## config.mk

```make
export PLATFORM = sky130hd
export DESIGN_NAME = fetch_stage
export DESIGN_NICKNAME = d
export VERILOG_FILES = /design/src/rtl/fetch_stage.sv
export SDC_FILE = /design/constraint.sdc
export NUM_CORES = 1
export LEC_CHECK = 0
export CORE_MARGIN = 2
export CORE_UTILIZATION = 30
export DETAILED_ROUTE_END_ITERATION = 10
export GPL_ROUTABILITY_DRIVEN = 1
export RECOVER_POWER = 100
export SETUP_SLACK_MARGIN = 0.02
export SYNTH_ARGS = -nofsm -noshare
export SYNTH_HDL_FRONTEND = slang
export SYNTH_SLANG_ARGS = --single-unit
export TNS_END_PERCENT = 10
```

## constraint.sdc

```tcl
create_clock -name clk -period 17.5 [get_ports clk]
set_input_delay 3.5 -clock clk [delete_from_list [all_inputs] [get_ports clk]]
set_output_delay 3.5 -clock clk [all_outputs]
set_load 0.02 [all_outputs]
```

## src/rtl/fetch_stage.sv

```systemverilog
// rtl/fetch_stage.sv - instruction fetch stage: PC generation, req/ack memory port, instruction buffer
//
// Fetches 32-bit words through a single-outstanding req/ack port and buffers up to DEPTH words
// with their PCs. The head word is presented to decode with a ready level and a toggle trigger.
// A branch flushes the buffer and restarts fetching at the new target.
//
// Ports:
//   clk, reset              clock; synchronous active-high reset
//   memReq, memAddr         read request (held until memAck) and word-aligned address
//   memAck, memData         one-cycle acknowledge with the returned word
//   dataOut, pcOut          head instruction word and its PC
//   readyOut, triggerOut    buffer non-empty; toggles once per new head word
//   ackIn                   decode consumes the head word
//   branchIn, branchAddr    redirect request and target
module fetch_stage #(
    parameter logic [31:0] RESET_PC = 32'h0000_0000,
    parameter int          DEPTH    = 2
) (
    input  logic        clk,
    input  logic        reset,
    output logic        memReq,
    output logic [31:0] memAddr,
    input  logic        memAck,
    input  logic [31:0] memData,
    output logic [31:0] dataOut,
    output logic [31:0] pcOut,
    output logic        readyOut,
    output logic        triggerOut,
    input  logic        ackIn,
    input  logic        branchIn,
    input  logic [31:0] branchAddr
);

    localparam int              PW         = (DEPTH > 1) ? $clog2(DEPTH) : 1;
    localparam int              CW         = $clog2(DEPTH + 1);
    localparam logic [31:0]     RESET_ADDR = {RESET_PC[31:2], 2'b00};
    localparam logic [CW-1:0]   FULL_COUNT = CW'(DEPTH);
    localparam logic [PW-1:0]   LAST_PTR   = PW'(DEPTH - 1);

    typedef enum logic {
        S_ISSUE,
        S_WAIT
    } state_t;

    state_t          state;
    state_t          nextState;
    logic [31:0]     pc;
    logic            discard;
    logic [CW-1:0]   count;
    logic [PW-1:0]   headPtr;
    logic [PW-1:0]   tailPtr;
    logic [PW-1:0]   headNext;
    logic [PW-1:0]   tailNext;
    logic [31:0]     dataBuf [DEPTH];
    logic [31:0]     pcBuf   [DEPTH];
    logic            issue;
    logic            ackTaken;
    logic            push;
    logic            pop;
    logic            headNew;
    logic            headAdvance;
    logic            unusedBranchLsb;

    assign unusedBranchLsb = &{1'b0, branchAddr[1:0]};

    always_ff @(posedge clk) begin
        if (reset) begin
            state <= S_ISSUE;
        end else begin
            state <= nextState;
        end
    end

    // Only one request is ever outstanding, so in ISSUE the in-flight count is zero and the
    // room check reduces to count < DEPTH. A branch cycle never issues: the pc is being
    // replaced, and the next cycle issues from the new target.
    always_comb begin
        nextState = state;
        memReq    = 1'b0;
        issue     = 1'b0;
        ackTaken  = 1'b0;
        case (state)
            S_ISSUE: begin
                if (!branchIn && (count < FULL_COUNT)) begin
                    issue     = 1'b1;
                    nextState = S_WAIT;
                end
            end
            S_WAIT: begin
                memReq = 1'b1;
                if (memAck) begin
                    ackTaken  = 1'b1;
                    nextState = S_ISSUE;
                end
            end
            default: nextState = S_ISSUE;
        endcase
    end

    assign push     = ackTaken && !discard && !branchIn;
    assign pop      = ackIn && (count != '0) && !branchIn;
    assign headNext = (headPtr == LAST_PTR) ? '0 : headPtr + PW'(1);
    assign tailNext = (tailPtr == LAST_PTR) ? '0 : tailPtr + PW'(1);

    // A new head appears either when a word lands in an empty buffer (or replaces the last
    // word being popped), or when a pop exposes an entry already waiting behind the head.
    assign headNew     = push && ((count == '0) || (pop && (count == CW'(1))));
    assign headAdvance = pop && (count > CW'(1));
    assign readyOut    = (count != '0);

    always_ff @(posedge clk) begin
        if (reset) begin
            memAddr    <= RESET_ADDR;
            pc         <= RESET_ADDR;
            discard    <= 1'b0;
            count      <= '0;
            headPtr    <= '0;
            tailPtr    <= '0;
            dataOut    <= '0;
            pcOut      <= '0;
            triggerOut <= 1'b0;
        end else begin
            if (issue) begin
                memAddr <= pc;
            end

            if (branchIn) begin
                pc <= {branchAddr[31:2], 2'b00};
            end else if (push) begin
                pc <= pc + 32'd4;
            end

            // The request in flight at a branch still completes; its word is thrown away.
            if (ackTaken) begin
                discard <= 1'b0;
            end else if (branchIn && (state == S_WAIT)) begin
                discard <= 1'b1;
            end

            if (branchIn) begin
                count   <= '0;
                headPtr <= '0;
                tailPtr <= '0;
            end else begin
                if (push) begin
                    tailPtr <= tailNext;
                end
                if (pop) begin
                    headPtr <= headNext;
                end
                if (push && !pop) begin
                    count <= count + CW'(1);
                end else if (pop && !push) begin
                    count <= count - CW'(1);
                end
            end

            if (headNew) begin
                dataOut    <= memData;
                pcOut      <= memAddr;
                triggerOut <= ~triggerOut;
            end else if (headAdvance) begin
                dataOut    <= dataBuf[headNext];
                pcOut      <= pcBuf[headNext];
                triggerOut <= ~triggerOut;
            end
        end
    end

    // Buffer storage carries no reset; validity is tracked entirely by count and the pointers.
    always_ff @(posedge clk) begin
        if (push) begin
            dataBuf[tailPtr] <= memData;
            pcBuf[tailPtr]   <= memAddr;
        end
    end

endmodule

```

==> flow_summary.ini <==
[global_route]
grt_pass1_vias = 6845
overflow = 0
grt_pass1_wl_mm = 38.4
track_usage_pct = 14.3
met1_usage_pct = 19.5
antenna_found_initial = 1
grt-busiest-layer = met2
grt_use_met2_pct = 23.7
grt_use_met3_pct = 2.27
grt_max_degree = 79

[critical_path]
crit_path_max_fanout = 62
r2r_setup_slack_ns = 12.26
critPathMaxStageDelay_ns = 3.50
arrival_ns = 8.82
cp-start-kind = input port
cp.depth = 4
cp_top_family = simple AND/OR/NAND/NOR gates
slowest_stage = and2_0
rr_worst_depth = 2
cp_num_buf_inv = 2
crit_type = in2reg
required_ns = 17.51
worstPathCellList = dlygate4sd3_1 > clkbuf_1 > nor4bb_1 > and2_0
endpoint_kind = flip-flop

[cts]
cts_resized = 0
postCtsSetupBuffers = 0
cts_buffers = 27
cts_tree = built
cts_buffer_depth = 3
clk_latency_ns = 0.52
clkSlewWorstSetupHoldPaths_ns = 0.06
cts_root_buf = clkbuf_16
cts_hold_buf = 0
clock_sinks = 253
cts.htree.levels = 1

[route]
routed_wl_mm = 25.4
firstDrtPassIters = 6
vias_per_cell = 4.86
remaining_drc_errors = 0
drt_iter0_markers = 345
vias = 7094
drtAntennaViolNets = 0
wl_per_cell_um = 17.4

[die]
coreArea_sq_um = 32500
dieArea_sq_um = 34500
start_util_pct = 30.5
dieWidth_um = 186
dieHeight_um = 186
rows = 66
ios = 168

[logic_synthesis]
synth.most_common_cell = nand2_1
netlist_instances = 856
synth_edf_count = 124
ys_types = 46
synth_area_leaders = edfxtp_1 (38%), dfxtp_1 (26%), mux2_2 (6.9%), nand2_1 (5.1%), a21oi_1 (4.9%)
synth_top_area_share_pct = 37.5
synthTopCellsByCount = nand2_1 (135), dfxtp_1 (129), edfxtp_1 (124)
avgSynthCellArea_sq_um = 11.6
synth-seq-cells = 253
async_flop_share_pct = 0
synth_top_area_cell = edfxtp_1
synth.yosys.warnings = 0
synth_flop_cell = dfxtp_1
yosysSeqAreaShare_pct = 63.6
syn-cell-area_sq_um = 9920

[timing]
fin_crit_ns = 8.81
hold_ws_ns = 0.448
fin_ws_ns = 8.69
rsz0062_at_grt = no
skew_ns = 0.00417
post-route-period-util_pct = 50.3
drv_slew = 335
fin_setup_tns_ns = 0
maxSlewHeadroom_pct = -217
fmax_mhz = 114
setup_viol = 0
tightestPinTransition_ns = 4.75
hold_violations = 0

[power_and_ir_drop]
powerDensity_nw_per_um2 = 103
vdd_ir_drop_max_mv = 0.0644
fin_total_pwr_mw = 1.32
swShare_pct = 21.8
power.leakage_nw = 4.27
p_switching_mw = 0.288
pwr-share-clk_pct = 45.5
p_int_mw = 1.03
p_comb_share_pct = 5.5
p_seq_share_pct = 49.1

[worst_hold_path]
min_path_type = reg2reg
hold_depth = 2

[job]
timing.max_cap.violations = 7

[outcome]
violations = max-capacitance violations, max-slew violations
outcome = finished, violations left

[cells_and_area]
area_delta_synth_final_pct = 29.4
final_nets = 1068
final_layout_size_suffix_gt1_share_pct = 11.8
fill_cells = 3159
stdcell_count = 1459

[placement]
place.gp.congestion = 0.749
place_inst = 1408
port_buffers = 161
dp_hpwl_mm = 15.6
dpl_worst_slack_ns = 10.72
[routing by layer]
layer / up-vias / wire length [um]
li1: 3435 / -
met4: 0 / 414
met2: 167 / 11700
met3: 38 / 1370
met1: 3454 / 11900
met5: - / 0
[worst reg2reg max path, cell delays in order (launching register included)]
cell and delay, ns:
dfxtp_1 0.47, nor4bb_1 0.73, and2_0 3.50
[kinds of logic after synthesis]
logic type	Yosys count	synth area share (%)
flip-flops	253	63.6
AND/OR/NAND/NOR	234	10.9
AO/OA/AOI/OAI	210	13.5
buffers and inverters	77	3.12
multiplexers	63	7.13
XOR/XNOR	14	1.24
adder cells (fa/ha/maj)	4	0.504
other	1	0.0378
[power groups by stage]
stage / logic (mW) / clock network [mW] / registers (mW)
2_1_floorplan: 0.0330 / 0 / 0.664
3_3_place_gp: 0.0766 / 0 / 0.661
3_5_place_dp: 0.0770 / 0 / 0.662
4_1_cts: 0.0774 / 0.620 / 0.649
5_1_grt: 0.0789 / 0.641 / 0.651
6_report: 0.0722 / 0.601 / 0.649
[sequential cells by signal, summed over array words and instances (netlist names)]
register    flops
memAddr        30
pcBuf          60
triggerOut      1
pc             30
discard         1
dataOut        32
state           1
tailPtr         1
headPtr         1
count           2
dataBuf        64
pcOut          30
[stage by stage]
| stage | instance area (sq um) | util [%] |
|---|---|---|
| CTS | 12900 | 39.6 |
| floorplan | 9930 | - |
| global placement | 11900 | 36.7 |
| detailed placement | 11900 | 36.7 |
| global route | 12800 | 39.5 |
| finish | 12800 | 39.5 |
[final cells by class]
cell class	instances	area (sq um)	share of cell area (%)
multi-input combinational	529	3320	25.8
clock buffer	31	721	5.61
clock inverter	18	220	1.71
inverter	10	37.5	0.292
timing repair buffer	174	1680	13.1
antenna	2	5.00	0.0390
tap	442	553	4.31
sequential	253	6310	49.1
[cells in the final DEF, fill, tap and decap left out, drive strengths merged, types with 4 or more instances in the layout]
cell type / synthesis / layout
o31ai: 8 / 8
o21ai: 7 / 7
nand4: 5 / 5
nand3: 8 / 8
nand2: 135 / 135
and4: 4 / 4
dlygate4sd3: 0 / 129
mux2: 61 / 61
conb: 1 / 4
a2111oi: 4 / 4
a211oi: 11 / 11
a311oi: 15 / 15
bufinv: 0 / 5
xnor2: 9 / 9
or4: 9 / 9
clkinv: 0 / 11
edfxtp: 124 / 124
or3: 11 / 11
dfxtp: 129 / 129
a21oi: 97 / 97
buf: 9 / 6
ha: 4 / 4
clkbuf: 58 / 39
a22oi: 62 / 62
inv: 10 / 11
nor2: 31 / 31
clkdlybuf4s50: 0 / 31
nor3: 10 / 10
xor2: 5 / 5
nor4: 6 / 6
[final timing paths]
kind,startpoint,to
max reg2reg,state,dataBuf[1][12]
min reg2reg,dataOut[7],dataOut[7]
max,branchIn,dataBuf[1][12]
min,dataOut[7],dataOut[7]
(Power assumes the default switching activity.)
